`src/rtl/mem_access_pkg.sv`:
```
// Shared types and defaults for the memory/I-O access unit.
// Holds the FSM state encoding, default parameters and a helper that
// sizes the wait-state counter.
package mem_access_pkg;

  typedef enum logic [1:0] {
    IDLE   = 2'd0,
    ACCESS = 2'd1,
    DONE   = 2'd2
  } mem_state_t;

  localparam int unsigned DEF_WAIT_STATES = 2;
  localparam logic [15:0] DEF_IO_ADDR     = 16'hFFFF;

  // Counter width: max(1, clog2(ws+1)) so that WAIT_STATES=0 still has a bit.
  function automatic int unsigned cnt_width(input int unsigned ws);
    int unsigned w;
    w = $clog2(ws + 1);
    return (w < 1) ? 1 : w;
  endfunction

endpackage

```
`src/rtl/mem_access_unit_if.sv`:
```
// Request/response, SRAM and board-I/O bundle of the access unit.
// master: requester/environment side (drives request, SRAM read data, switches)
// slave : the access unit (drives ready, response, SRAM strobes, LEDs)
interface mem_access_unit_if #(
  parameter int unsigned DATA_W = 16,
  parameter int unsigned ADDR_W = 16,
  parameter int unsigned LED_W  = 12
);

  logic              req_valid;
  logic              req_ready;
  logic              req_we;
  logic [ADDR_W-1:0] req_addr;
  logic [DATA_W-1:0] req_wdata;
  logic              rsp_valid;
  logic [DATA_W-1:0] rsp_rdata;
  logic              mem_ce;
  logic              mem_we;
  logic              mem_oe;
  logic [ADDR_W-1:0] mem_addr;
  logic [DATA_W-1:0] mem_wdata;
  logic [DATA_W-1:0] mem_rdata;
  logic [DATA_W-1:0] sw_in;
  logic [LED_W-1:0]  led;

  modport master (
    output req_valid, req_we, req_addr, req_wdata, mem_rdata, sw_in,
    input  req_ready, rsp_valid, rsp_rdata, mem_ce, mem_we, mem_oe,
           mem_addr, mem_wdata, led
  );

  modport slave (
    input  req_valid, req_we, req_addr, req_wdata, mem_rdata, sw_in,
    output req_ready, rsp_valid, rsp_rdata, mem_ce, mem_we, mem_oe,
           mem_addr, mem_wdata, led
  );

endinterface

```
`src/rtl/wait_counter.sv`:
```
// Loadable down-counter that times the SRAM wait states.
// Ports: clk, rst_n (async active-low), i_load/i_load_val (load),
//        i_dec (decrement, saturates at zero), o_zero (count is zero).
module wait_counter #(
  parameter int unsigned W = 2
) (
  input  logic         clk,
  input  logic         rst_n,
  input  logic         i_load,
  input  logic [W-1:0] i_load_val,
  input  logic         i_dec,
  output logic         o_zero
);

  logic [W-1:0] r_count;

  // Load has priority; decrement stops at zero.
  always_ff @(posedge clk or negedge rst_n) begin
    if (!rst_n) begin
      r_count <= '0;
    end else if (i_load) begin
      r_count <= i_load_val;
    end else if (i_dec && (r_count != '0)) begin
      r_count <= r_count - W'(1);
    end
  end

  assign o_zero = (r_count == '0);

endmodule

```
`src/rtl/mem_access_unit.sv`:
```
// Memory/I-O access controller: accepts one read or write per handshake,
// drives SRAM strobes for WAIT_STATES+1 cycles, and serves the
// memory-mapped I/O address internally (LED register / switch inputs).
// Ports: clk, reset (async active-low), bus_if (slave side of
//        mem_access_unit_if: request, response, SRAM and board I/O).
module mem_access_unit
  import mem_access_pkg::*;
#(
  parameter int unsigned       DATA_W      = 16,
  parameter int unsigned       ADDR_W      = 16,
  parameter int unsigned       WAIT_STATES = DEF_WAIT_STATES,
  parameter logic [ADDR_W-1:0] IO_ADDR     = ADDR_W'(DEF_IO_ADDR),
  parameter int unsigned       LED_W       = 12
) (
  input  logic                clk,
  input  logic                reset,
  mem_access_unit_if.slave    bus_if
);

  localparam int unsigned CNT_W = cnt_width(WAIT_STATES);

  mem_state_t        r_state;
  mem_state_t        w_next;
  logic              r_we;
  logic [ADDR_W-1:0] r_addr;
  logic [DATA_W-1:0] r_wdata;
  logic [DATA_W-1:0] r_rdata;
  logic [LED_W-1:0]  r_led;

  logic w_accept;
  logic w_is_io;
  logic w_cnt_zero;
  logic w_req_ready;
  logic w_rsp_valid;
  logic w_mem_ce;
  logic w_mem_we;
  logic w_mem_oe;

  assign w_accept = (r_state == IDLE) && bus_if.req_valid;
  assign w_is_io  = (bus_if.req_addr == IO_ADDR);

  // Loaded on every SRAM accept, counts down through the ACCESS window.
  wait_counter #(.W(CNT_W)) u_wait_counter (
    .clk        (clk),
    .rst_n      (reset),
    .i_load     (w_accept && !w_is_io),
    .i_load_val (CNT_W'(WAIT_STATES)),
    .i_dec      (r_state == ACCESS),
    .o_zero     (w_cnt_zero)
  );

  // State register.
  always_ff @(posedge clk or negedge reset) begin
    if (!reset) begin
      r_state <= IDLE;
    end else begin
      r_state <= w_next;
    end
  end

  // Next-state logic.
  always_comb begin
    w_next = r_state;
    case (r_state)
      IDLE:    if (bus_if.req_valid) w_next = w_is_io ? DONE : ACCESS;
      ACCESS:  if (w_cnt_zero) w_next = DONE;
      DONE:    w_next = IDLE;
      default: w_next = IDLE;
    endcase
  end

  // Output decode from the registered state only, so strobes cannot glitch
  // and drop as soon as reset forces the state back to IDLE.
  always_comb begin
    w_req_ready = 1'b0;
    w_rsp_valid = 1'b0;
    w_mem_ce    = 1'b0;
    w_mem_we    = 1'b0;
    w_mem_oe    = 1'b0;
    case (r_state)
      IDLE:    w_req_ready = 1'b1;
      ACCESS: begin
        w_mem_ce = 1'b1;
        w_mem_we = r_we;
        w_mem_oe = !r_we;
      end
      DONE:    w_rsp_valid = 1'b1;
      default: w_req_ready = 1'b0;
    endcase
  end

  // Request capture, I/O side effects and read-data return.
  always_ff @(posedge clk or negedge reset) begin
    if (!reset) begin
      r_we    <= 1'b0;
      r_addr  <= '0;
      r_wdata <= '0;
      r_rdata <= '0;
      r_led   <= '0;
    end else begin
      if (w_accept) begin
        r_we    <= bus_if.req_we;
        r_addr  <= bus_if.req_addr;
        r_wdata <= bus_if.req_wdata;
        if (w_is_io) begin
          if (bus_if.req_we) begin
            r_led <= bus_if.req_wdata[LED_W-1:0];
          end else begin
            r_rdata <= bus_if.sw_in;
          end
        end
      end
      // Last ACCESS cycle of a read: SRAM data has had the full window to settle.
      if ((r_state == ACCESS) && w_cnt_zero && !r_we) begin
        r_rdata <= bus_if.mem_rdata;
      end
    end
  end

  assign bus_if.req_ready = w_req_ready;
  assign bus_if.rsp_valid = w_rsp_valid;
  assign bus_if.rsp_rdata = r_rdata;
  assign bus_if.mem_ce    = w_mem_ce;
  assign bus_if.mem_we    = w_mem_we;
  assign bus_if.mem_oe    = w_mem_oe;
  assign bus_if.mem_addr  = r_addr;
  assign bus_if.mem_wdata = r_wdata;
  assign bus_if.led       = r_led;

endmodule

```
`src/flat_wrapper.sv`:
```
// flat-port wrapper written by rule: the top's interface ports become plain ports
module mem_access_unit_flat import mem_access_pkg::*;
#(
  parameter int unsigned       DATA_W      = 16,
  parameter int unsigned       ADDR_W      = 16,
  parameter int unsigned       WAIT_STATES = DEF_WAIT_STATES,
  parameter logic [ADDR_W-1:0] IO_ADDR     = ADDR_W'(DEF_IO_ADDR),
  parameter int unsigned       LED_W       = 12
)
  (clk, reset, bus_if_req_valid, bus_if_req_we, bus_if_req_addr, bus_if_req_wdata, bus_if_mem_rdata, bus_if_sw_in, bus_if_req_ready, bus_if_rsp_valid, bus_if_rsp_rdata, bus_if_mem_ce, bus_if_mem_we, bus_if_mem_oe, bus_if_mem_addr, bus_if_mem_wdata, bus_if_led);
  mem_access_unit_if #(.DATA_W(DATA_W), .ADDR_W(ADDR_W), .LED_W(LED_W)) bus_if_i ();
  input  logic clk;
  input  logic reset;
  input wire logic [$bits(bus_if_i.req_valid)-1:0] bus_if_req_valid;
  input wire logic [$bits(bus_if_i.req_we)-1:0] bus_if_req_we;
  input wire logic [$bits(bus_if_i.req_addr)-1:0] bus_if_req_addr;
  input wire logic [$bits(bus_if_i.req_wdata)-1:0] bus_if_req_wdata;
  input wire logic [$bits(bus_if_i.mem_rdata)-1:0] bus_if_mem_rdata;
  input wire logic [$bits(bus_if_i.sw_in)-1:0] bus_if_sw_in;
  output wire logic [$bits(bus_if_i.req_ready)-1:0] bus_if_req_ready;
  output wire logic [$bits(bus_if_i.rsp_valid)-1:0] bus_if_rsp_valid;
  output wire logic [$bits(bus_if_i.rsp_rdata)-1:0] bus_if_rsp_rdata;
  output wire logic [$bits(bus_if_i.mem_ce)-1:0] bus_if_mem_ce;
  output wire logic [$bits(bus_if_i.mem_we)-1:0] bus_if_mem_we;
  output wire logic [$bits(bus_if_i.mem_oe)-1:0] bus_if_mem_oe;
  output wire logic [$bits(bus_if_i.mem_addr)-1:0] bus_if_mem_addr;
  output wire logic [$bits(bus_if_i.mem_wdata)-1:0] bus_if_mem_wdata;
  output wire logic [$bits(bus_if_i.led)-1:0] bus_if_led;
  assign bus_if_i.req_valid = bus_if_req_valid;
  assign bus_if_i.req_we = bus_if_req_we;
  assign bus_if_i.req_addr = bus_if_req_addr;
  assign bus_if_i.req_wdata = bus_if_req_wdata;
  assign bus_if_i.mem_rdata = bus_if_mem_rdata;
  assign bus_if_i.sw_in = bus_if_sw_in;
  assign bus_if_req_ready = bus_if_i.req_ready;
  assign bus_if_rsp_valid = bus_if_i.rsp_valid;
  assign bus_if_rsp_rdata = bus_if_i.rsp_rdata;
  assign bus_if_mem_ce = bus_if_i.mem_ce;
  assign bus_if_mem_we = bus_if_i.mem_we;
  assign bus_if_mem_oe = bus_if_i.mem_oe;
  assign bus_if_mem_addr = bus_if_i.mem_addr;
  assign bus_if_mem_wdata = bus_if_i.mem_wdata;
  assign bus_if_led = bus_if_i.led;
  mem_access_unit #(.DATA_W(DATA_W), .ADDR_W(ADDR_W), .WAIT_STATES(WAIT_STATES), .IO_ADDR(IO_ADDR), .LED_W(LED_W)) u_core (.clk(clk), .reset(reset), .bus_if(bus_if_i));
endmodule
```
`config.mk`:
```
export PLATFORM = sky130hd
export DESIGN_NAME = mem_access_unit_flat
export DESIGN_NICKNAME = d
export VERILOG_FILES = /design/src/rtl/mem_access_pkg.sv /design/src/rtl/mem_access_unit_if.sv /design/src/rtl/wait_counter.sv /design/src/rtl/mem_access_unit.sv /design/src/flat_wrapper.sv
export SDC_FILE = /design/constraint.sdc
export NUM_CORES = 1
export LEC_CHECK = 0
export ABC_AREA = 0
export BUFFER_PORTS_ARGS = -buffer_cell sky130_fd_sc_hd__buf_2
export CORE_ASPECT_RATIO = 0.6
export CORE_MARGIN = 2
export CORE_UTILIZATION = 46
export CTS_CLUSTER_SIZE = 12
export DETAILED_ROUTE_END_ITERATION = 6
export GPL_ROUTABILITY_DRIVEN = 0
export MAX_ROUTING_LAYER = met4
export PLACE_DENSITY = 0.82
export SYNTH_ARGS = -nofsm -noshare
export SYNTH_HDL_FRONTEND = slang
export SYNTH_HIERARCHICAL = 1
export SYNTH_SLANG_ARGS = --single-unit
export TNS_END_PERCENT = 20
```
`constraint.sdc`:
```
create_clock -name clk -period 1.9 [get_ports clk]
set_input_delay 0.095 -clock clk [delete_from_list [all_inputs] [get_ports clk]]
set_output_delay 0.095 -clock clk [all_outputs]
set_load 0.03 [all_outputs]
```
# Word level (Yosys, flattened, before mapping)
# Cells that the tools add are included.
# W data, S select, Z words.
totals:
  inputBits: 68
  wordCells: 45
  reg_bits: 65
  output_inout_bits: 65
op_classes:
  mux: 15
  add_sub_neg: 1
  n_eq_ne: 6
  n_reduce_logical: 16
ops:
  columns: ["operator", "count"]
  rows:
  - ["$mux W16", 4]
  - ["$eq A16 B16 Y1 const B", 1]
  - ["$mux W2", 5]
  - ["$reduce_bool A2 Y1", 4]
  - ["$reduce_and A3 Y1", 2]
  - ["$logic_and A1 B1 Y1", 5]
  - ["$mux W1", 5]
  - ["$logic_not A2 Y1", 2]
  - ["$ne A2 B1 Y1 const B", 2]
  - ["$pmux W2 S2", 1]
  - ["$eq A2 B1 Y1 const B", 1]
  - ["$eq A2 B2 Y1 const B", 1]
  - ["$logic_not A1 Y1", 2]
  - ["$ne A2 B2 Y1 const B", 1]
  - ["$reduce_and A2 Y1", 1]
  - ["$sub A2 B1 Y2 const B", 1]

# Longest topological paths before layout
depth:
  ltp_word: 5
  depth_mapped: 6
  ltp_nobuf: 5

# Cells and area by module
# Netlist, hierarchy kept.
by_module_without_submodules:
  columns: ["mod", "cells_per_inst", "area_each_um2", "n_inst", "seq_area_each_um2"]
  rows:
  - ["mem_access_unit", 279, 2690.1, 1, 1576.5]
  - ["wait_counter", 13, 132.6, 1, 50.0]

# Worst setup path before layout
# Ideal clock, no wire load.
synth_timing:
  path_kind: "reg-to-reg"
  start: "register u_core.r_state[1]"
  end: "register u_core.r_rdata[11] (netlist: u_core/bus_if.rsp_rdata[11])"
  arrival_ps: 1851
  period_less_slack_ps: 1992
  stages_incl_launch_ff: 6
  t_required_ps: 1759
  setup_time_ps: 141
  n_path_buf: 1
  slack_ps: -92
  cell_sequence: "dfrtp_1 nor3b_1 nand2_1 clkbuf_1 nor2_1 a31oi_1"
synth_via:
  elab_chain_len: 5
  word_cells_on_any_way: 10
  cone_classes: "2 x eq/ne; 1 x mux; 7 x reduce/logical"
synth_lines:
  columns: ["element", "line", "rtl"]
  rows:
  - ["from (decl)", "mem_access_unit.sv:22", "mem_state_t r_state;"]
  - ["from (signal assigned)", "mem_access_unit.sv:57", "r_state <= w_next;"]
  - ["$eq A2 B1 Y1", "mem_access_unit.sv:114", "if ((r_state == ACCESS) && w_cnt_zero && !r_we) begin"]
  - ["$logic_and A1 B1 Y1 (2 in a row)", "mem_access_unit.sv:114", null]
  - ["$ne A2 B1 Y1 (no source line) / $reduce_bool A2 Y1 (equally long branches)", null, null]
  - ["$reduce_and A3 Y1 (no source line)", null, null]
  - ["to (signal assigned)", "mem_access_unit.sv:109", "r_rdata <= bus_if.sw_in;"]
  - ["to (signal assigned)", "mem_access_unit.sv:115", "r_rdata <= bus_if.mem_rdata;"]
  - ["to (decl)", "mem_access_unit.sv:27", "logic [DATA_W-1:0] r_rdata;"]
# Several ways; a longest one is shown, not always the timed one.
# A chain may end at the register's enable or synchronous reset.

# Worst setup path after layout
layout_timing:
  start: "input bus_if_req_addr[4]"
  end: "register u_core.u_wait_counter.r_count[1]"
layout_via:
  elab_chain_len: 4
  word_cells_on_any_way: 5
  cone_classes: "1 x eq/ne; 1 x mux; 3 x reduce/logical"
layout_lines:
  columns: ["element", "line", "rtl"]
  rows:
  - ["from (decl)", "flat_wrapper.sv:16", "input wire logic [$bits(bus_if_i.req_addr)-1:0] bus_if_req_addr;"]
  - ["$eq A16 B16 Y1 (*)", "mem_access_unit.sv:40", "assign w_is_io = (bus_if.req_addr == IO_ADDR);"]
  - ["$logic_not A1 Y1 (*)", "mem_access_unit.sv:46", ".i_load (w_accept && !w_is_io),"]
  - ["$logic_and A1 B1 Y1 (*)", "mem_access_unit.sv:46", null]
  - ["$mux W2 / $reduce_bool A2 Y1 (equally long branches)", null, null]
  - ["to (signal assigned)", "wait_counter.sv:22", "r_count <= i_load_val;"]
  - ["to (signal assigned)", "wait_counter.sv:24", "r_count <= r_count - W'(1);"]
  - ["to (decl)", "wait_counter.sv:15", "logic [W-1:0] r_count;"]
# Every way passes the cells marked *; elsewhere a longest branch is shown, timed or not.

==> run summary <==
PortBufs: 132
Worst hold path endpoint: u_core/bus_if.rsp_rdata[6]$_DFFE_PN0P_
Critical path data required time: 2.13 ns
Layout cells sized above 1: 38.1%
Min-delay src: bus_if_sw_in[6]
Post-CTS setup buffer count: 0
Largest net degree at the start of global routing: 66
Mapped Area: 2820 sq um
Initial antenna violation count: 0
CP endpoint kind: flop
Vias in the first global route: 2750
Syn_area_per_cell: 9.67 sq um
Worst Skew: 0.00950 ns
Final WL: 8.11 mm
Initial Util: 46.8%
Root Buffer: clkbuf_8
Final core occ: 69.3%
Max-slew violations: 0
Clock Latency Late Sink: 0.35 ns
GRT overflow: 0
Via density: 5.06
Die Wd: 105 um
Yosys reg bits: 65
Vias: 2806
FF-to-FF path depth: 4
Residual DRC: 0
Status: finished clean
Num CTS Buffers: 9
All-Layer GR Usage: 26.1%
Max cap viols: 0
Warnings, synthesis: 6
ANT nets after route: 0
Synth unique cells: 35
Filler Cell Count: 482
Unrepaired setup endpoints after global routing: yes
Synthesis-to-finish area growth: 48.0%
Hold path cells: 3
First-pass GRT wire length: 13.2 mm
Int Power: 3560 uW
FFs w/ async S/R, synth: 100%
Gate power share: 48.3%
Ant. Diodes: 0
Post-DP HPWL: 5.27 mm
Boundary Pins: 133
HP Class: input pin to flop
Clock Path Buffers: 2
Max frequency: 543 MHz
Crit-path max FO: 7
Die area: 6800 sq um
Clk sink count: 65
RR Endpoint: u_core/bus_if.rsp_rdata[1]$_DFFE_PN0P_
Seq pwr share: 34.1%
First-pass DRT Iterations: 4
Final Net Count: 534
CORE AREA: 6030 sq um
Max rail drop VDD: 0.000844 V
Main synth FF type: dfrtp_1
Fin crit share: 96.9%
1st-iter DRT viols: 176
Number of H-tree levels: 3
PnR worst setup slack: 0.0589 ns
Post-layout minimum cycle time: 1.84 ns
Reg2reg start: u_core/r_state[1]$_DFFE_PN0P_
Synth Instances: 292
Syn_nets: 361
Hold slack: 0.0142 ns
Reg2reg setup slack: 0.08 ns
Crit Path Category: input pin to flop
Final hold viol count: 0
Post-synth EDFFs: 0
Setup crit start kind: input pin
# setup viols final: 0
CTS tree: built
LEAKAGE: 0.00223 uW
Pwr/cell area: 1580 nW/um^2
Sequential element share of the synthesized area: 57.6%
Net Sw Frac: 46.2%
Die Ht: 64.7 um
Clk slew on worst S/H paths: 0.07 ns
Clock share of power: 17.6%
Routed WL per cell: 14.6 um
Net Switching: 3060 uW
Pre-CTS WS: 0.150 ns
Arr. time, crit path: 2.07 ns
Rows: 22
-- cell families (layout without fill, tap and decap cells) --
group           count (synthesis)  in the layout  synth area share, %
compound gates                 36             36                 7.58
simple gates                  157            157                 25.0
other cells                     2              2                0.266
buf+inv                        19            197                 3.01
mux                            12             12                 6.12
flops                          65             65                 57.6
fa+ha+maj                       1              1                0.443
-- Yosys cell counts (2+ instances only) --
master / instances / share of area [%]
nand2_1: 103 / 14
dfrtp_1: 65 / 58
nor2_1: 18 / 2.4
a31oi_1: 16 / 3.5
nand3_1: 16 / 2.8
o21ai_0: 15 / 2.7
clkbuf_1: 11 / 1.5
mux2_4: 10 / 5.3
nand4_1: 4 / 0.89
inv_1: 3 / 0.40
nor2b_1: 3 / 0.66
buf_2: 2 / 0.35
conb_1: 2 / 0.27
mux2_2: 2 / 0.80
or4b_1: 2 / 0.71
-- worst max path at each step --
stage,from,end,cells past startpoint
global placement,bus_if_req_addr[14],u_core/bus_if.rsp_rdata[1]$_DFFE_PN0P_,5
finish,bus_if_req_addr[4],u_core/u_wait_counter/r_count[1]$_DFFE_PN0P_,7
floorplan,u_core/r_state[0]$_DFFE_PN0P_,u_core/u_wait_counter/r_count[1]$_DFFE_PN0P_,3
detailed placement,u_core/r_state[1]$_DFFE_PN0P_,u_core/u_wait_counter/r_count[1]$_DFFE_PN0P_,4
global route,bus_if_req_addr[13],u_core/u_wait_counter/r_count[1]$_DFFE_PN0P_,7
CTS,bus_if_req_addr[10],u_core/bus_if.rsp_rdata[9]$_DFFE_PN0P_,6
-- state kept, by name (all words and copies together) (netlist names) --
signal                         count
u_core/bus_if.mem_addr            16
u_core/r_state                     2
u_core/r_we                        1
u_core/bus_if.led                 12
u_core/u_wait_counter/r_count      2
u_core/bus_if.rsp_rdata           16
u_core/bus_if.mem_wdata           16
-- power by group through the flow --
stage / combinational [uW] / sequential [uW] / clock, uW
CTS: 3180 / 2250 / 1200
global placement: 3030 / 2240 / 0
detailed placement: 3120 / 2250 / 0
floorplan: 1090 / 3230 / 0
global route: 3440 / 2330 / 1260
finish: 3190 / 2250 / 1160
-- what timing repair did --
item | CTS | global route
hold endpoints to repair | 111 | 0
gates resized for setup | 0 | 3
endpoints found under the setup margin | 0 | 18
hold buffers | 36 | 0
-- routing by layer --
layer / GRT usage [%] / vias up / wire (um)
li1: - / 1315 / -
met1: 33.9 / 1314 / 3550
met2: 39.5 / 152 / 3740
met3: 6.44 / 25 / 649
met4: 11.2 / 0 / 172
met5: - / - / 0
-- layout make-up --
| class | instances | area, sq um | area share (%) |
|---|---|---|---|
| Clock buffer | 11 | 141 | 3.38 |
| Clock inverter | 5 | 55.1 | 1.32 |
| Inverter | 3 | 11.3 | 0.269 |
| Multi-Input combinational cell | 208 | 1130 | 27.1 |
| Sequential cell | 65 | 1630 | 38.9 |
| Tap cell | 84 | 105 | 2.51 |
| Timing Repair Buffer | 178 | 1110 | 26.5 |
-- stage by stage --
stage	cell area, sq um	TNS, ns	power, uW	std cells
2_1_floorplan	2830	0	4320	292
3_3_place_gp	3610	0	5270	502
3_5_place_dp	3610	0	5370	502
4_1_cts	4170	0	6620	554
5_1_grt	4180	-0.0462	7020	554
6_report	4180	0	6610	554
-- layout by cell type, fill, tap and decap left out, drive strengths merged --
cell type / n
nor2: 19
a21oi: 1
nand2b: 1
or2b: 1
a31oi: 16
dlygate4sd3: 36
bufinv: 1
a21o: 1
mux2: 12
clkinvlp: 2
or4b: 2
clkinv: 2
buf: 142
o21ai: 16
nor4: 1
or3b: 1
nand3: 17
ha: 1
o211ai: 1
clkbuf: 11
nor3b: 2
inv: 3
or4: 1
nand2: 103
o311ai: 1
and2: 1
nor2b: 3
conb: 2
nand3b: 1
dfrtp: 65
nand4: 4
-- worst max-delay path, cell delays in order --
cell,delay (ns)
dlygate4sd3_1,0.53
buf_2,0.12
nand4_1,0.17
nor4_4,0.44
nor2_2,0.12
or4b_1,0.48
o311ai_0,0.10
No activity file was read; power rests on OpenSTA's default activity.
